--- src/rtl/seq_div32.sv ---
// seq_div32 - sequential restoring divider, one quotient bit per clock.
//
// Accepts a dividend/divisor pair on a start pulse, iterates WIDTH restoring
// steps on operand magnitudes, then applies the result signs in a final fix-up
// cycle. Signed (two's complement) and unsigned modes.
//
// Ports:
//   CLK          rising-edge clock
//   reset        asynchronous, active-high reset
//   start        request; sampled only when not busy
//   sign_mode    1 = signed, 0 = unsigned; sampled with start
//   in_a         dividend; sampled with start
//   in_b         divisor; sampled with start
//   quotient     result quotient
//   remainder    result remainder (sign follows the dividend)
//   out_valid    result valid level, held until the next accepted start
//   busy         high while a division is in progress
//   div_by_zero  set together with out_valid when the divisor was zero
module seq_div32 #(
  parameter int WIDTH = 32
) (
  input  logic             CLK,
  input  logic             reset,
  input  logic             start,
  input  logic             sign_mode,
  input  logic [WIDTH-1:0] in_a,
  input  logic [WIDTH-1:0] in_b,
  output logic [WIDTH-1:0] quotient,
  output logic [WIDTH-1:0] remainder,
  output logic             out_valid,
  output logic             busy,
  output logic             div_by_zero
);

  localparam int            CW   = $clog2(WIDTH);
  localparam logic [CW-1:0] LAST = CW'(WIDTH - 1);

  typedef enum logic [1:0] {
    S_IDLE = 2'd0,
    S_CALC = 2'd1,
    S_FIX  = 2'd2,
    S_DONE = 2'd3
  } state_t;

  state_t           state_q;
  // Partial remainder: after every restoring step it is strictly below the
  // divisor, so its top (WIDTH+1-th) bit is always zero and only the trial
  // difference needs the extra bit.
  logic [WIDTH-1:0] rem_q;
  logic [WIDTH-1:0] dvd_q;      // dividend magnitude, becomes the quotient
  logic [WIDTH-1:0] dsr_q;      // divisor magnitude
  logic [CW-1:0]    cnt_q;
  logic             quo_neg_q;
  logic             rem_neg_q;

  logic             a_neg_s;
  logic             b_neg_s;
  logic [WIDTH-1:0] a_mag_s;
  logic [WIDTH-1:0] b_mag_s;
  logic [WIDTH:0]   shift_s;
  logic [WIDTH:0]   trial_s;

  // Operand magnitudes at accept and the trial subtraction for one CALC step.
  always_comb begin
    a_neg_s = sign_mode & in_a[WIDTH-1];
    b_neg_s = sign_mode & in_b[WIDTH-1];
    a_mag_s = a_neg_s ? (~in_a + {{(WIDTH-1){1'b0}}, 1'b1}) : in_a;
    b_mag_s = b_neg_s ? (~in_b + {{(WIDTH-1){1'b0}}, 1'b1}) : in_b;
    shift_s = {rem_q, dvd_q[WIDTH-1]};
    trial_s = shift_s - {1'b0, dsr_q};
  end

  // Divider FSM: accept, iterate, sign fix-up, hold result.
  always_ff @(posedge CLK or posedge reset) begin
    if (reset) begin
      state_q     <= S_IDLE;
      rem_q       <= '0;
      dvd_q       <= '0;
      dsr_q       <= '0;
      cnt_q       <= '0;
      quo_neg_q   <= 1'b0;
      rem_neg_q   <= 1'b0;
      quotient    <= '0;
      remainder   <= '0;
      out_valid   <= 1'b0;
      busy        <= 1'b0;
      div_by_zero <= 1'b0;
    end else begin
      case (state_q)
        S_IDLE, S_DONE: begin
          if (start) begin
            quo_neg_q <= a_neg_s ^ b_neg_s;
            rem_neg_q <= a_neg_s;
            dvd_q     <= a_mag_s;
            dsr_q     <= b_mag_s;
            rem_q     <= '0;
            cnt_q     <= '0;
            if (in_b == '0) begin
              // Zero divisor: answer immediately, never go busy.
              quotient    <= '1;
              remainder   <= in_a;
              div_by_zero <= 1'b1;
              out_valid   <= 1'b1;
              busy        <= 1'b0;
              state_q     <= S_DONE;
            end else begin
              div_by_zero <= 1'b0;
              out_valid   <= 1'b0;
              busy        <= 1'b1;
              state_q     <= S_CALC;
            end
          end else begin
            state_q <= state_q;
          end
        end
        S_CALC: begin
          // Non-negative trial keeps the difference and yields a 1 bit;
          // otherwise restore the shifted remainder and yield a 0 bit.
          if (!trial_s[WIDTH]) begin
            rem_q <= trial_s[WIDTH-1:0];
            dvd_q <= {dvd_q[WIDTH-2:0], 1'b1};
          end else begin
            rem_q <= shift_s[WIDTH-1:0];
            dvd_q <= {dvd_q[WIDTH-2:0], 1'b0};
          end
          cnt_q <= cnt_q + CW'(1);
          if (cnt_q == LAST) begin
            state_q <= S_FIX;
          end else begin
            state_q <= S_CALC;
          end
        end
        S_FIX: begin
          // Two's complement negation wraps, so -2^(W-1)/-1 gives 2^(W-1).
          quotient  <= quo_neg_q ? (~dvd_q + {{(WIDTH-1){1'b0}}, 1'b1}) : dvd_q;
          remainder <= rem_neg_q ? (~rem_q + {{(WIDTH-1){1'b0}}, 1'b1}) : rem_q;
          out_valid <= 1'b1;
          busy      <= 1'b0;
          state_q   <= S_DONE;
        end
        default: begin
          state_q <= S_IDLE;
          busy    <= 1'b0;
        end
      endcase
    end
  end

endmodule

--- config.mk ---
export PLATFORM = sky130hd
export DESIGN_NAME = seq_div32
export DESIGN_NICKNAME = d
export VERILOG_FILES = /design/src/rtl/seq_div32.sv
export SDC_FILE = /design/constraint.sdc
export NUM_CORES = 1
export LEC_CHECK = 0
export CELL_PAD_IN_SITES_DETAIL_PLACEMENT = 2
export CELL_PAD_IN_SITES_GLOBAL_PLACEMENT = 2
export CORE_ASPECT_RATIO = 1.1
export CORE_MARGIN = 5
export CORE_UTILIZATION = 37
export DETAILED_ROUTE_END_ITERATION = 10
export PLACE_DENSITY = 0.9
export SLEW_MARGIN = 10
export SYNTH_ARGS = -nofsm -noshare
export SYNTH_HDL_FRONTEND = slang
export SYNTH_SLANG_ARGS = --single-unit
export TNS_END_PERCENT = 10
--- constraint.sdc ---
create_clock -name CLK -period 10.3 [get_ports CLK]
set_clock_uncertainty 0.2 [all_clocks]
set_input_delay 2.06 -clock CLK [delete_from_list [all_inputs] [get_ports CLK]]
set_output_delay 2.06 -clock CLK [all_outputs]
set_load 0.02 [all_outputs]
==> results by group, run 1 <==
Yosys
  • Syn avg cell area: 8.27 um^2
  • Share of the synthesized area in the top cell type: 0.368
  • Async S/R FF share, synth: 1.00
  • Ys flop type: dfrtp_1
  • Mapped cell area: 11700 um^2
  • Syn Nets: 1523
  • Top cells by area, synth: dfrtp_1 (37%), o21ai_0 (8.2%), nand2_1 (7.3%)
  • Post-synth top cells: nand2_1 (226), o21ai_0 (192), dfrtp_1 (172), nor2_1 (107), a21oi_1 (85)
  • Post-synth EDFFs: 0
  • Seq/Total Area, Yosys: 0.368
  • Yosys cell types: 71
  • Yosys top cell by area: dfrtp_1
  • Synth Register Bits: 172
  • Count leader, synth: nand2_1
  • Syn Inst Count: 1414
  • Synth warn: 0

Placed design
  • Gpl congestion: 0.861
  • Placed cell count: 1897
  • Dpl hpwl: 29.9 mm
  • Port Buf Inserts: 134

Detailed routing
  • Antenna viol nets, final: 0
  • Drt total wl: 40.7 mm
  • Vias per Instance: 5.59
  • Initial DRT Pass Iterations: 5
  • Via count: 10800
  • Avg WL per Cell: 21.1 um
  • Drc violations: 0
  • Starting DRC count in detailed routing: 555

Pwr
  • Pwr/cell area: 378 nW/um^2
  • Pleak: 5.68 nW
  • Max VDD drop: 0.229 mV

Status
  • Outcome: completed

STA
  • Max-slew violations: 0
  • Slew HR: 0.205
  • Hold Vio Cnt, Final: 0
  • Slew at the pin closest to its max-slew limit: 1.19 ns
  • RSZ-0062 raised after global routing: false
  • Max Fclk: 181 MHz
  • Period utilization: 0.537
  • Period minus WS final: 5.53 ns
  • TNS Setup: 0 ns
  • Final setup viols: 0

Floorplan
  • Initial Utilization: 0.373
  • Ports: 135
  • Die Area: 35300 um^2
  • Core Box Area: 31300 um^2
  • Chip width: 180 um
  • # rows: 68
  • Die H: 196 um

Clocking
  • Clk sinks: 172
  • PostCTS Resize Cnt: 0
  • CTS buffer count: 17
  • Setup bufs post-CTS: 0
  • TritonCTS clock tree: done
  • Clock latency on the worst-skew pair: 0.44 ns
  • Clock slew at reported path FFs: 0.08 ns
  • Max Buffers Root-to-Sink: 2
  • CTS Root Cell: clkbuf_16
  • Hold_buf cts: 0
  • H-tree Lvls: 4

Global route
  • Largest net degree at the start of global routing: 103
  • Initial antenna violation count: 0
  • First-pass GRT wire length: 66.2 mm
  • Vias in the first global route: 12100
  • Global Route Usage Sum: 0.229
  • GRT overflow: 0

Critical path
  • CP required: 10.45 ns
  • Startpoint types: input pin
  • R2R Setup Slk: 5.94 ns
  • Crit path DAT: 5.68 ns
  • FF-to-FF Start: dvd_q[31]
  • Peak fanout along the critical path: 67
  • Critical path class: in2reg
  • Crit. Startpoint: in_b[13]
  • Critical Path End Type: register

Cells and area
  • Layout cell share with drive strength beyond 1: 0.0484
  • Area delta synth->final: 19.1%
  • Number of fill cells in the layout: 3522
  • Non-Filler Instances: 1929
  • Ant diodes: 0
  • Final net count: 1605

Hold path
  • Hold WC Path Type: reg2reg
  • Hold Crit Start: dsr_q[9]

Flow run
  • Max-cap violations: 0
==> critical path: stages <==
cell and delay [ns]:
clkdlybuf4s50_1 0.47, or3_1 0.45, or3_1 0.39, nor4_1 0.29, nand2_1 0.28, nor4_2 0.19, buf_4 0.21, a21o_2 0.90
nor2_1 0.16, a31oi_1 0.24
==> registers in the layout, summed over array words and instances, names as in the netlist, 2 cells and up <==
| register | cells |
|---|---|
| dsr_q | 32 |
| dvd_q | 32 |
| quotient | 32 |
| rem_q | 32 |
| remainder | 32 |
| cnt_q | 5 |
| state_q | 2 |
==> per-layer routing <==
| metal | vias up | share of wire | track usage |
|---|---|---|---|
| li1 | 5112 | - | - |
| met1 | 5436 | 0.42 | 0.271 |
| met2 | 190 | 0.54 | 0.439 |
| met3 | 47 | 0.027 | 0.0312 |
| met4 | 0 | 0.015 | 0.0542 |
| met5 | - | 0 | 0 |
==> final timing paths <==
| path | cells past startpoint | end |
|---|---|---|
| max | 10 | quotient[1] |
| min | 2 | dsr_q[9] |
| max reg2reg | 13 | rem_q[26] |
| min reg2reg | 2 | dsr_q[9] |
| max in group asynchronous | 3 | dvd_q[4] |
| min in group asynchronous | 2 | dvd_q[10] |
==> cell type report <==
cell class | count | area [um^2] | share of cell area
multi-input cells | 1109 | 6900 | 0.495
flip-flops and latches | 172 | 4300 | 0.309
repair buffers | 142 | 1400 | 0.101
well taps | 420 | 526 | 0.0377
clock buffers | 17 | 425 | 0.0305
inverters | 54 | 208 | 0.0149
clock inverters | 15 | 166 | 0.0119
==> where the power goes <==
group	switching, mW	internal, mW
registers	0.381	0.981
logic	1.95	1.29
clock network	0.309	0.362
==> placed cells by master (no fill, tap or decap), drive strengths merged, types with 5 or more instances in the layout <==
cell type and n:
a211oi 5, a21o 14, a21oi 86, a22o 6, a31oi 41, buf 8, clkbuf 17, clkdlybuf4s50 134
clkinv 7, dfrtp 172, ha 40, inv 58, mux2i 43, nand2 226, nand2b 10, nand3 8
nand4 6, nor2 107, nor2b 11, nor3 17, nor4 8, o211ai 6, o21a 6, o21ai 198
o31ai 24, o41ai 14, or2 5, or3 23, or4 12, xnor2 66, xor2 79
==> kinds of logic (layout without fill, tap and decap cells) <==
logic type / Yosys count / in the layout / share of synthesized area
simple gates: 450 / 450 / 0.173
compound gates: 427 / 427 / 0.219
flops: 172 / 172 / 0.368
xor+xnor: 145 / 145 / 0.109
buf+inv: 133 / 228 / 0.0463
mux: 46 / 46 / 0.0397
fa+ha+maj: 41 / 41 / 0.0445
==> per-stage QoR <==
step                      total power [mW]  setup WS, ns  cell area, um^2  utilization  hold slack, ns
after floorplan                       3.55          3.38            11700            -           0.250
after global placement                4.30          4.64            13300        0.426           0.261
after detailed placement              4.55          4.30            13300        0.426           0.275
after CTS                             5.30          4.78            13900        0.445           0.291
after global routing                  5.68          4.40            13900        0.445           0.310
final                                 5.27          4.77            13900        0.445           0.282
Power figures use the tool's default switching activity.
==> run 2: changes to the inputs <==
--- a/config.mk
+++ b/config.mk
@@ -9,9 +9,9 @@
 export CELL_PAD_IN_SITES_GLOBAL_PLACEMENT = 2
 export CORE_ASPECT_RATIO = 1.1
 export CORE_MARGIN = 5
-export CORE_UTILIZATION = 37
+export CORE_UTILIZATION = 34
 export DETAILED_ROUTE_END_ITERATION = 10
-export PLACE_DENSITY = 0.9
+export PLACE_DENSITY = 0.84
 export SLEW_MARGIN = 10
 export SYNTH_ARGS = -nofsm -noshare
 export SYNTH_HDL_FRONTEND = slang
==> constraint.sdc (replaced) <==
create_clock -name CLK -period 5.45 [get_ports CLK]
set_clock_uncertainty 0.2 [all_clocks]
set_input_delay 1.09 -clock CLK [delete_from_list [all_inputs] [get_ports CLK]]
set_output_delay 1.09 -clock CLK [all_outputs]
set_load 0.02 [all_outputs]
==> results by group, run 2 (synthesis results as in run 1) <==
Detailed routing
  • Vias per Instance: 5.42 (-3.0%)
  • Antenna viol nets, final: 0 (unchanged)
  • Starting DRC count in detailed routing: 445 (-20%)
  • Drc violations: 0 (unchanged)
  • Initial DRT Pass Iterations: 4 (-1)
  • Via count: 10600 (-2.0%)
  • Avg WL per Cell: 19.5 um (-7.4%)
  • Drt total wl: 38.1 mm (-6.4%)

Cells and area
  • Area of the multi-input gates: 6900 um^2 (unchanged)
  • Commonest non-fill, non-tap cell in the layout: nand2_1
  • Final Util: 0.411 (-0.0339)
  • Most frequent cells in the layout: nand2_1 (225), o21ai_0 (192), dfrtp_1 (172)
  • Number of fill cells in the layout: 3819 (+8.4%)
  • FF/Latch Area: 4300 um^2 (unchanged)
  • Final Cell Area: 14000 um^2 (+0.65%)
  • Area delta synth->final: 19.9%
  • Final net count: 1606 (+0.062%)
  • Layout cell share with drive strength beyond 1: 0.0483 (about the same)

Hold path
  • WHS Path Cells: 2 (unchanged)
  • Hold WC Path Type: reg2reg
  • Hold Crit Start: dsr_q[17]
  • Worst Hold Endpoint: dsr_q[17]

STA
  • RSZ-0062 raised after global routing: false
  • Slew HR: 0.238 (+0.0337)
  • Hold Slack: 0.281 ns (-0.00100 ns)
  • Slew at the pin closest to its max-slew limit: 1.14 ns (-0.0505 ns)
  • Max-slew violations: 0 (unchanged)
  • Final setup viols: 0 (unchanged)
  • Period utilization: 0.773
  • Hold Vio Cnt, Final: 0 (unchanged)
  • TNS Setup: 0 ns (unchanged)
  • Max Fclk: 237 MHz
  • Period minus WS final: 4.21 ns

Critical path
  • CP required: 5.52 ns (-4.93 ns)
  • Startpoint types: register
  • Crit path DAT: 4.28 ns (-1.40 ns)
  • Slowest stage delay, CP: 0.64 ns (-0.26 ns)
  • WP buf/inv: 2 (unchanged)
  • Reg2Reg Depth: 13 (unchanged)
  • Critical Path End Type: register
  • Critical path class: reg2reg
  • R2R Setup Slk: 1.24 ns (-4.70 ns)
  • FF-to-FF Start: dvd_q[31]
  • Critical path cell sequence: inv_1 > ha_1 > fa_1 > nor2b_1 > o31ai_2 > a21oi_1 > o21ai_2 > o22ai_1 > o41ai_4 > xnor2_4 > buf_4 > mux2i_1 > o21ai_0
  • Largest delay share family, worst path: compound AO/OA/AOI/OAI gates
  • CP max stage cell: xnor2_4
  • RR Endpoint: rem_q[13]
  • Peak fanout along the critical path: 19 (-72%)

Clocking
  • TritonCTS clock tree: done
  • Setup bufs post-CTS: 0 (unchanged)
  • CTS buffer count: 17 (unchanged)
  • PostCTS Resize Cnt: 0 (unchanged)
  • H-tree Lvls: 4 (unchanged)
  • Clk sinks: 172 (unchanged)
  • Hold_buf cts: 0 (unchanged)
  • Clock slew at reported path FFs: 0.07 ns (about the same)
  • Clock latency on the worst-skew pair: 0.45 ns (about the same)
  • CTS Root Cell: clkbuf_16
  • Max Buffers Root-to-Sink: 2 (unchanged)

Global route
  • Global Route Usage Sum: 0.200 (-0.0291)
  • GRT overflow: 0 (unchanged)
  • Largest net degree at the start of global routing: 173 (+68%)
  • Initial antenna violation count: 0 (unchanged)
  • Vias in the first global route: 11700 (-2.7%)
  • First-pass GRT wire length: 63.3 mm (-4.4%)

Floorplan
  • Chip width: 187 um (+4.1%)
  • Ports: 135 (unchanged)
  • Core Box Area: 34100 um^2 (+9.0%)
  • Die Area: 38200 um^2 (+8.3%)
  • Initial Utilization: 0.343 (-0.0307)
  • # rows: 71 (+4.4%)
  • Die H: 205 um (+4.1%)

Status
  • Outcome: completed

Placed design
  • Placed inst area: 13400 um^2 (+0.31%)
  • Dpl hpwl: 28.5 mm (-4.5%)
  • Port Buf Inserts: 134 (unchanged)
  • Gpl congestion: 0.822 (-4.5%)

Pwr
  • Max VDD drop: 0.342 mV (+49%)
  • Pleak: 5.72 nW (+0.54%)
  • Pwr/cell area: 706 nW/um^2 (+87%)
  • Power Total: 9.90 mW (+88%)

Flow run
  • Max-cap violations: 0 (unchanged)
-- run 2: metrics by stage --
stage,worst slack (ns),instances
6_report,1.24,1949
5_1_grt,0.964,1948
4_1_cts,1.17,1948
3_5_place_dp,0.840,1916
3_3_place_gp,1.02,1916
2_1_floorplan,1.95,1414
-- run 2: area by class of cell --
cell class / instances / area share
multi-input cells: 1109 / 0.492
flip-flops and latches: 172 / 0.307
repair buffers: 143 / 0.101
well taps: 438 / 0.0391
clock buffers: 20 / 0.0326
inverters: 54 / 0.0147
clock inverters: 12 / 0.0129
diodes: 1 / 0.000178
-- run 2: layer usage --
layer | vias to the layer above | wire, um | GRT usage
li1 | 5116 | - | -
met1 | 5288 | 17700 | 0.258
met2 | 135 | 19000 | 0.360
met3 | 29 | 829 | 0.0268
met4 | 0 | 480 | 0.0433
met5 | - | 0 | 0
-- run 2: how the worst max path moves through the flow --
stage	from	end	cells after the start
final	dvd_q[31]	rem_q[13]	13
after global placement	in_b[13]	remainder[15]	11
after CTS	dvd_q[31]	rem_q[13]	13
after global routing	dvd_q[31]	rem_q[13]	13
after floorplan	in_a[6]	dvd_q[21]	9
after detailed placement	in_b[13]	remainder[15]	11
-- run 2: worst min-delay path: stages, from the launching register on --
cell	delay (ns)
dfrtp_1	0.34
nand2_1	0.05
o21ai_0	0.06
-- run 2: report_power, final --
group	internal (mW)	total, mW	switching, mW
combinational	2.44	5.98	3.53
sequential	1.85	2.56	0.705
clock	0.799	1.36	0.565
